$ cat src/rtl/cfg_serial_loader.sv
// Serial configuration loader: shifts a captured parallel image into a latched
// shift-register chain, optionally reads it back for verification, then latches it.
module cfg_serial_loader #(
    parameter int unsigned CHAIN_LEN = 104,
    parameter int unsigned CLK_DIV   = 4,
    parameter bit          MSB_FIRST = 1'b1,
    parameter bit          VERIFY_EN = 1'b1,
    parameter int unsigned ERRW      = $clog2(CHAIN_LEN + 1)
) (
    input  logic                 CLK,
    input  logic                 RST_N,
    input  logic                 START,
    input  logic                 ABORT,
    input  logic [CHAIN_LEN-1:0] IMAGE,
    input  logic                 MISO,
    output logic                 SEL,
    output logic                 MOSI,
    output logic                 SHIFT_EN,
    output logic                 LATCH,
    output logic                 BUSY,
    output logic                 DONE,
    output logic                 ERR,
    output logic [ERRW-1:0]      ERR_CNT
);

    localparam int unsigned IdxW = $clog2(CHAIN_LEN);
    localparam int unsigned DivW = $clog2(CLK_DIV);

    localparam logic [IdxW-1:0] LastIdx = IdxW'(CHAIN_LEN - 1);
    localparam logic [DivW-1:0] LastDiv = DivW'(CLK_DIV - 1);
    localparam logic [ERRW-1:0] ErrSat  = ERRW'(CHAIN_LEN);

    typedef enum logic [2:0] {
        StIdle,
        StLoad,
        StVerify,
        StLatch,
        StFin
    } state_e;

    state_e                state_q, state_d;
    logic [CHAIN_LEN-1:0]  shadow_q, shadow_d;
    logic [IdxW-1:0]       idx_q, idx_d;
    logic [DivW-1:0]       div_q, div_d;
    logic                  err_q, err_d;
    logic [ERRW-1:0]       err_cnt_q, err_cnt_d;

    logic            in_shift;
    logic            strobe;
    logic [IdxW-1:0] bit_pos;
    logic            cur_bit;

    // Decode outputs from the current state; the bit index maps to an image position
    // according to the shift order, so both passes present bits in the same order.
    always_comb begin
        in_shift = (state_q == StLoad) || (state_q == StVerify);
        strobe   = in_shift && (div_q == LastDiv);
        bit_pos  = MSB_FIRST ? (LastIdx - idx_q) : idx_q;
        cur_bit  = shadow_q[bit_pos];
        SEL      = in_shift;
        MOSI     = in_shift & cur_bit;
        SHIFT_EN = strobe;
        LATCH    = (state_q == StLatch);
        DONE     = (state_q == StFin);
        BUSY     = (state_q != StIdle);
        ERR      = err_q;
        ERR_CNT  = err_cnt_q;
    end

    // Next-state logic; ABORT overrides everything and freezes the error bookkeeping.
    always_comb begin
        state_d   = state_q;
        shadow_d  = shadow_q;
        idx_d     = idx_q;
        div_d     = div_q;
        err_d     = err_q;
        err_cnt_d = err_cnt_q;
        if (ABORT && (state_q != StIdle)) begin
            state_d = StIdle;
        end else begin
            unique case (state_q)
                StIdle: begin
                    if (START) begin
                        shadow_d  = IMAGE;
                        err_d     = 1'b0;
                        err_cnt_d = '0;
                        idx_d     = '0;
                        div_d     = '0;
                        state_d   = StLoad;
                    end
                end
                StLoad, StVerify: begin
                    if (strobe) begin
                        div_d = '0;
                        // Chain output is sampled before it shifts on this strobe.
                        if ((state_q == StVerify) && (MISO != cur_bit) && (err_cnt_q != ErrSat)) begin
                            err_cnt_d = err_cnt_q + 1'b1;
                        end
                        if (idx_q == LastIdx) begin
                            idx_d = '0;
                            if (state_q == StLoad) begin
                                state_d = VERIFY_EN ? StVerify : StLatch;
                            end else begin
                                err_d   = (err_cnt_d != '0);
                                state_d = StLatch;
                            end
                        end else begin
                            idx_d = idx_q + 1'b1;
                        end
                    end else begin
                        div_d = div_q + 1'b1;
                    end
                end
                StLatch: state_d = StFin;
                StFin:   state_d = StIdle;
                default: state_d = StIdle;
            endcase
        end
    end

    // State and datapath registers.
    always_ff @(posedge CLK or negedge RST_N) begin
        if (!RST_N) begin
            state_q   <= StIdle;
            shadow_q  <= '0;
            idx_q     <= '0;
            div_q     <= '0;
            err_q     <= 1'b0;
            err_cnt_q <= '0;
        end else begin
            state_q   <= state_d;
            shadow_q  <= shadow_d;
            idx_q     <= idx_d;
            div_q     <= div_d;
            err_q     <= err_d;
            err_cnt_q <= err_cnt_d;
        end
    end

endmodule

$ cat config.mk
export PLATFORM = sky130hd
export DESIGN_NAME = cfg_serial_loader
export DESIGN_NICKNAME = d
export VERILOG_FILES = /design/src/rtl/cfg_serial_loader.sv
export SDC_FILE = /design/constraint.sdc
export NUM_CORES = 1
export LEC_CHECK = 0
export ABC_AREA = 1
export BUFFER_PORTS_ARGS = -buffer_cell sky130_fd_sc_hd__buf_4
export CAP_MARGIN = 0
export CORE_MARGIN = 2
export CORE_UTILIZATION = 56
export CTS_CLUSTER_SIZE = 30
export DETAILED_ROUTE_END_ITERATION = 10
export GPL_ROUTABILITY_DRIVEN = 0
export PLACE_DENSITY = 0.88
export SLEW_MARGIN = 20
export SYNTH_ARGS = -nofsm -noshare
export SYNTH_HDL_FRONTEND = slang
export SYNTH_SLANG_ARGS = --single-unit
export TNS_END_PERCENT = 30
$ cat constraint.sdc
create_clock -name CLK -period 2.6 [get_ports CLK]
set_input_delay 0.26 -clock CLK [delete_from_list [all_inputs] [get_ports CLK]]
set_output_delay 0.26 -clock CLK [all_outputs]
set_load 0.02 [all_outputs]
==> results.md, run 1 <==
- WL final: 17200 µm
- Area grow syn2layout: 27.8%
- All-layer global routing usage: 28.3%
- DR vias: 5881
- Max Cap Violations: 0
- Int Pwr: ~5.4 mW
- Worst slew margin: between 60 and 70%
- First-pass GRT wire length: about 26000 µm
- Status: finished clean
- DRT antenna net count: 0
- Clock tree buffer depth: 2
- DP HPWL: 11000 µm
- Tmin final: 2.59 ns
- Core ar.: 10900 µm²
- WL/cell: 16.3 µm
- Max incr delay on CP: 0.51 ns
- Synth area leader: dfrtp_1
- Leak pwr: 4.00 nW
- Switching Share: 39.2%
- Cell total after placement: 1019
- Die W: 110 µm
- Combinational power share: 40.3%
- Syn Inst Count: ~780
- Vias per cell: roughly 5.6
- # nets final: 1019
- GRT overflow: 0
- Pins Over Slew Limit: 0
- TritonCTS clock tree: yes
- Initial Util: 57.9%
- Post-DP Area: 7390 µm²
- Total net switching power: between 3 and 4 mW
- Hold Vio Cnt, Final: 0
- Final Skew: 0.00720 ns
- N_diodes: 0
- Ports: about 120
- Die Y: 110 µm
- Filler Cells Inserted: 780
- H-tree levels: 4
- Sequential share of power: 35.6%
- Crit path cell chain: clkinv_1, nand3_1, nand3_1, nand2_1, nand3_1, nand2_1, nand2_2, nor2_4, buf_4
- Netlist Area Pre-Place: 6330 µm²
- Root Driver: clkbuf_16
- Initial antenna violation count: 0
- Final period util: 99.4%
- Sequential fraction of the synthesis area: 49.0%
- Non-filler instance count after layout: 1055
- Synth Area per Inst: 8.13 µm²
- DR iter-0 viols: 622
- Number of remaining DRC errors: 0
- Final setup viols: 0
- Critical path required time: 2.34 ns
- Pwr dens: 1100 nW/µm²
- Cell Rows: 38
- Crit path DAT: 2.33 ns
- Clock share of power: approximately a quarter
- Largest net degree at the start of global routing: approximately 90
- Synth unique cells: 33
- Crit path kind: reg2out
- Syn nets: 895
- Max VDD drop: around 0.5 mV
- Startpoint types: flip-flop
- Worst path slowest cell: dfrtp_1
- Pre-Repair DR Iteration Count: 6
- Clk slew on worst S/H paths: ~0.05 ns
- Synthesized flop and latch total: 124
- Clock sink total: 124
- Highest Clock Rate: 387 MHz
- Ys Warns: 0
- Clk_lat worst skew: 0.41 ns
- Top-area cell type share of the netlist area: 49.0%
- Share of layout cells above drive strength 1: between 20% and 30%
- Worst-path fanout max: 9
- Min-Delay Path Class: in2reg
- Design Area, Final: 8090 µm²
- TritonCTS Buffers: 17
- Die area: 12200 µm²
- Crit end category: output port
- Top cell by count, worst path: nand3_1
- Vias in the first global route: 5668
- Synth area leaders: dfrtp_1 (49%), nand2_1 (12%), o21ai_0 (7.7%), inv_1 (6.8%), mux2_2 (5.2%)
- Worst-Margin Slew: between 0.5 and 0.6 ns
- Port bufs: roughly 120
metal layers:
metal	global-route usage, %	vias to the layer above	share of wire [%]
met3	6.47	71	7.5
met4	12.4	0	4.3
met5	0	-	0
met1	34.7	2745	39
met2	47.8	311	49
li1	-	2754	-
registers in the layout (all words and copies together) (netlist names):
name and count:
div_q 2, idx_q 7, state_q 3, ERR_CNT 7, shadow_q 104, ERR 1
cell families (layout without fill, tap and decap cells):
logic type	after synthesis	after routing	synth area share [%]
muxes	29	29	5.16
and+or+nand+nor	313	313	20.9
buffers and inverters	157	293	10.3
adders and majority gates	7	7	1.38
AOI/OAI and AO/OA	145	145	12.6
DFF	124	124	49.0
xor gates and xnor gates	4	4	0.554
repair_timing:
| action | 4_1_cts | 5_1_grt |
|---|---|---|
| hold endpoints to repair | 39 | 0 |
| pin swaps | 0 | 5 |
| endpoints found under the setup margin | 1 | 3 |
| cloned | 0 | 1 |
| buffers inserted | 0 | 3 |
| resized for setup | 1 | 27 |
| hold buffers | 1 | 0 |
Yosys cell counts:
| cell type | instances |
|---|---|
| nor3_1 | 8 |
| nand2_1 | 205 |
| o21a_1 | 1 |
| o21ai_1 | 5 |
| inv_1 | 114 |
| nor2_2 | 1 |
| buf_2 | 14 |
| o211ai_2 | 3 |
| nor2_1 | 23 |
| clkbuf_1 | 17 |
| mux2_2 | 29 |
| o21ai_0 | 97 |
| o21ai_2 | 1 |
| nand4_1 | 8 |
| dfrtp_1 | 124 |
| o32ai_1 | 1 |
| nor3b_1 | 2 |
| clkinv_1 | 1 |
| nand2_2 | 3 |
| ha_1 | 7 |
| inv_4 | 1 |
| nand3_1 | 60 |
| xor2_1 | 3 |
| nor4_1 | 1 |
| nand4_4 | 1 |
| a21oi_1 | 18 |
| nand2_4 | 1 |
| xnor2_1 | 1 |
| o211ai_1 | 13 |
| buf_6 | 5 |
| inv_2 | 3 |
| o22ai_1 | 6 |
| buf_4 | 2 |
area by class of cell:
| cell class | count | area [µm²] | share of cell area [%] |
|---|---|---|---|
| repair buffers | 143 | 1170 | 14.5 |
| well taps | 140 | 175 | 2.17 |
| flip-flops and latches | 124 | 3110 | 38.4 |
| clock buffers | 19 | 453 | 5.60 |
| inverters | 119 | 454 | 5.62 |
| multi-input cells | 498 | 2640 | 32.6 |
| clock inverters | 12 | 90.1 | 1.11 |
through the flow:
step | hold WS, ns | worst slack, ns | total power, mW | setup TNS (ns) | utilization, %
floorplan | -0.0356 | 0.281 | 5.50 | 0 | -
global placement | 0.282 | 0.309 | 6.31 | 0 | 67.6
detailed placement | 0.285 | 0.204 | 6.49 | 0 | 67.6
CTS | 0.0128 | 0.00699 | 8.70 | 0 | 72.7
global route | 0.0116 | -0.0616 | 9.51 | -0.114 | 73.9
finish | 0.0163 | 0.0145 | 8.92 | 0 | 73.9
cells in the final DEF (no fill, tap or decap), types with 2 or more instances in the layout:
master      instances
o21ai_2             2
inv_2               3
inv_1             113
nand3_1            60
dfrtp_1           121
nor2_4              4
nor2_1             18
dfrtp_2             3
nor3b_1             2
clkinvlp_4          3
ha_1                6
nor3_1              8
o21ai_1             5
clkinv_2            3
clkinv_4            4
o211ai_1           13
o211ai_2            3
clkbuf_8            2
buf_12              6
nor2_2              2
nand4_1             8
nand2_2             7
o21ai_0            96
xor2_1              3
nand2_1           201
o22ai_1             6
clkbuf_16          18
a21oi_1            17
inv_6               3
buf_4             134
mux2_2             29
power by group through the flow:
stage,sequential [mW],clock [mW],combinational [mW]
5_1_grt,3.25,2.27,3.99
2_1_floorplan,3.10,0,2.40
3_5_place_dp,3.17,0,3.31
3_3_place_gp,3.12,0,3.19
4_1_cts,3.15,2.16,3.38
6_report,3.18,2.15,3.59
worst paths after layout:
kind | startpoint | to | slack (ns) | depth (start not counted)
max | idx_q[2]$_DFFE_PN0P_ | MOSI | 0.01 | 9
min | ABORT | state_q[2]$_DFFE_PN0P_ | 0.02 | 2
max reg2reg | idx_q[0]$_DFFE_PN0P_ | ERR$_DFFE_PN0P_ | 0.04 | 17
min reg2reg | state_q[2]$_DFFE_PN0P_ | state_q[2]$_DFFE_PN0P_ | 0.49 | 1
max in group asynchronous | RST_N | idx_q[3]$_DFFE_PN0P_ | 1.52 | 3
min in group asynchronous | RST_N | shadow_q[15]$_DFFE_PN0P_ | 0.39 | 2
worst max-delay path: cells and delay by family (launching register included):
family        cells  cell delay (ns)
simple gates      7             0.90
buf+inv           2             0.50
flops             1             0.51
(Power assumes the default switching activity.)
==> inputs of run 2 (changes only) <==
PLACE_DENSITY = 0.8   (was 0.88)
==> run 2 against run 1 <==
- clock skew down 0.0017 ns
- register-to-register slack better by 0.15 ns
- fmax up 2.7%
- final cell count up 0.19%
- largest power group unchanged
- global-route usage up 0.25 points
- via count down 1.3%
- clock power up 9%
- utilization up 0.48 points
==> results.md, run 2 (synthesized netlist as in run 1, its figures left out) <==
- Status: finished clean
- DR top layer: met4
- Most frequent cells in the layout: nand2_1 (201), buf_4 (134), dfrtp_1 (121)
- H-tree levels: 4
- Top reg by flops: shadow_q
- Ports: 123
- Top cell by count, worst path: nand2_1
- RR Startpoint: idx_q[0]$_DFFE_PN0P_
- Worst slew margin: 60.1%
- Final Skew: around 0.0055 ns
- Hold wc startpoint: ABORT
- RR Endpoint: ERR$_DFFE_PN0P_
- WL final: 16800 µm
- WL/cell: ~16 µm
- Routed metal-1 wirelength: roughly 7000 µm
- Clk_lat worst skew: around 0.42 ns
- All-layer global routing usage: 28.5%
- TritonCTS clock tree: yes
- First-pass GRT wire length: roughly 26000 µm
- Worst slack, placed: 0.131 ns
- Max incr delay on CP: 0.49 ns
- Crit path kind: reg2out
- Largest net degree at the start of global routing: 84
- Port bufs: 122
- Worst-path fanout max: 19
- Crit path cell chain: inv_2, buf_12, nor2_1, o21ai_1, nand2_1, nand2_1, nor2_1, nand2_1, nand3_1, nand2_2, nand2_4, nor2_2, buf_6
- Final setup viols: 0
- Max reg flops: 104
- Die W: 110 µm
- Hold Vio Cnt, Final: 0
- Leak pwr: 4.04 nW
- Vias in the first global route: 5650
- Cell Rows: 38
- Initial antenna violation count: 0
- Highest Clock Rate: 397 MHz
- Final period util: 96.8%
- Hold Path Sink: state_q[2]$_DFFE_PN0P_
- Initial Util: 57.9%
- Pwr dens: 1110 nW/µm²
- Met3 Routed Length: 1100 µm
- TritonCTS Buffers: 17
- Area grow syn2layout: 28.6%
- DRT antenna net count: 0
- RSZ-0062 raised after global routing: true
- # nets final: 1021
- Worst-Margin Slew: ~0.6 ns
- WL met2: around 8000 µm
- Core ar.: 10900 µm²
- Root Driver: clkbuf_16
- Clock tree buffer depth: 2
- Clk slew on worst S/H paths: roughly 0.050 ns
- DR iter-0 viols: 477
- Vias per cell: 5.49
- Number of remaining DRC errors: 0
- Reg2Reg Depth: 21
- Pins Over Slew Limit: 0
- Bufs and invs on worst path: 3
- Startpoint types: flip-flop
- Die area: 12200 µm²
- GRT overflow: 0
- Critical Path Stages: 13
- Hold_ws: around 0.0045 ns
- Clock sink total: 124
- Share of layout cells above drive strength 1: 25.6%
- DR vias: 5807
- CP delay by family, top: simple AND/OR/NAND/NOR gates
- WHS Path Cells: 2
- Crit path launch: idx_q[0]$_DFFE_PN0P_
- Max Cap Violations: 0
- Crit path DAT: 2.26 ns
- Pre-Repair DR Iteration Count: 5
- Worst path slowest cell: dfrtp_2
- DP HPWL: 11000 µm
- Flop-to-flop setup slack: approximately 0.19 ns
- Crit end category: output port
- Critical path required time: 2.34 ns
- Die Y: 110 µm
- N_diodes: 0
- Tmin final: 2.52 ns
- Leading cell type in the layout, fill and taps excluded: nand2_1
- Max VDD drop: 0.834 mV
- Setup ws final: 0.0826 ns
- Min-Delay Path Class: in2reg
## run 2: changes by cell type in the layout (fill, tap and decap cells not counted), sizes merged
cell      change
bufinv        +2
clkbuf        +7
clkinv        -4
clkinvlp      -1
inv           -2
## run 2: layout make-up
type,count,area (µm²)
flip-flops and latches,124,3110
clock buffers,24,492
well taps,140,175
repair buffers,145,1180
multi-input cells,498,2640
inverters,119,455
fillers,801,2800
clock inverters,7,87.6
## run 2: worst register-to-register path, stage by stage, from the launching register on
cell and delay (ns):
dfrtp_2 0.49, inv_2 0.12, buf_12 0.15, nor2_1 0.06
o21ai_1 0.21, nand2_1 0.08, nand2_1 0.07, nor2_1 0.04
nand2_1 0.06, nand3_1 0.09, nand2_2 0.13, nand2_4 0.08
nand2_4 0.09, nand4_4 0.13, nand2_1 0.12, nand2_1 0.06
inv_2 0.06, nand2_1 0.06, nor2_2 0.07, nand2_1 0.05
nand2_1 0.05, nand2_1 0.05
## run 2: power by group
part           switching, mW  internal [mW]
Combinational           2.15           1.36
Sequential             0.395           2.80
Clock                  0.838           1.50
## run 2: per-stage QoR
| step | std cells | TNS (ns) | util (%) | power, mW | area, µm² |
|---|---|---|---|---|---|
| 6_report | 1057 | 0 | 74.4 | 9.04 | 8140 |
| 5_1_grt | 1057 | -0.118 | 74.4 | 9.65 | 8140 |
| 4_1_cts | 1051 | 0 | 72.9 | 8.84 | 7970 |
| 3_5_place_dp | 1018 | 0 | 67.4 | 6.44 | 7370 |
| 3_3_place_gp | 1018 | 0 | 67.4 | 6.28 | 7370 |
| 2_1_floorplan | 779 | 0 | - | 5.50 | 6330 |
## run 2: worst max-delay path by stage
stage	end	slack (ns)
floorplan	ERR_CNT[0]$_DFFE_PN0P_	0.28
global placement	ERR$_DFFE_PN0P_	0.26
detailed placement	ERR$_DFFE_PN0P_	0.13
CTS	MOSI	0.02
global route	ERR$_DFFE_PN0P_	-0.08
finish	MOSI	0.08
## run 2: what timing repair did
item | in CTS | in global routing
hold buffers | 1 | 0
pin swaps | 0 | 7
endpoints found under the setup margin | 1 | 4
resized for setup | 1 | 28
gates cloned | 0 | 2
setup buffers | 1 | 4
endpoints found under the hold margin | 124 | 0
## run 2: routing by layer
layer	GRT usage, %	vias up
li1	-	2759
met4	12.6	0
met2	46.7	224
met5	0	-
met1	36.6	2776
met3	6.06	48
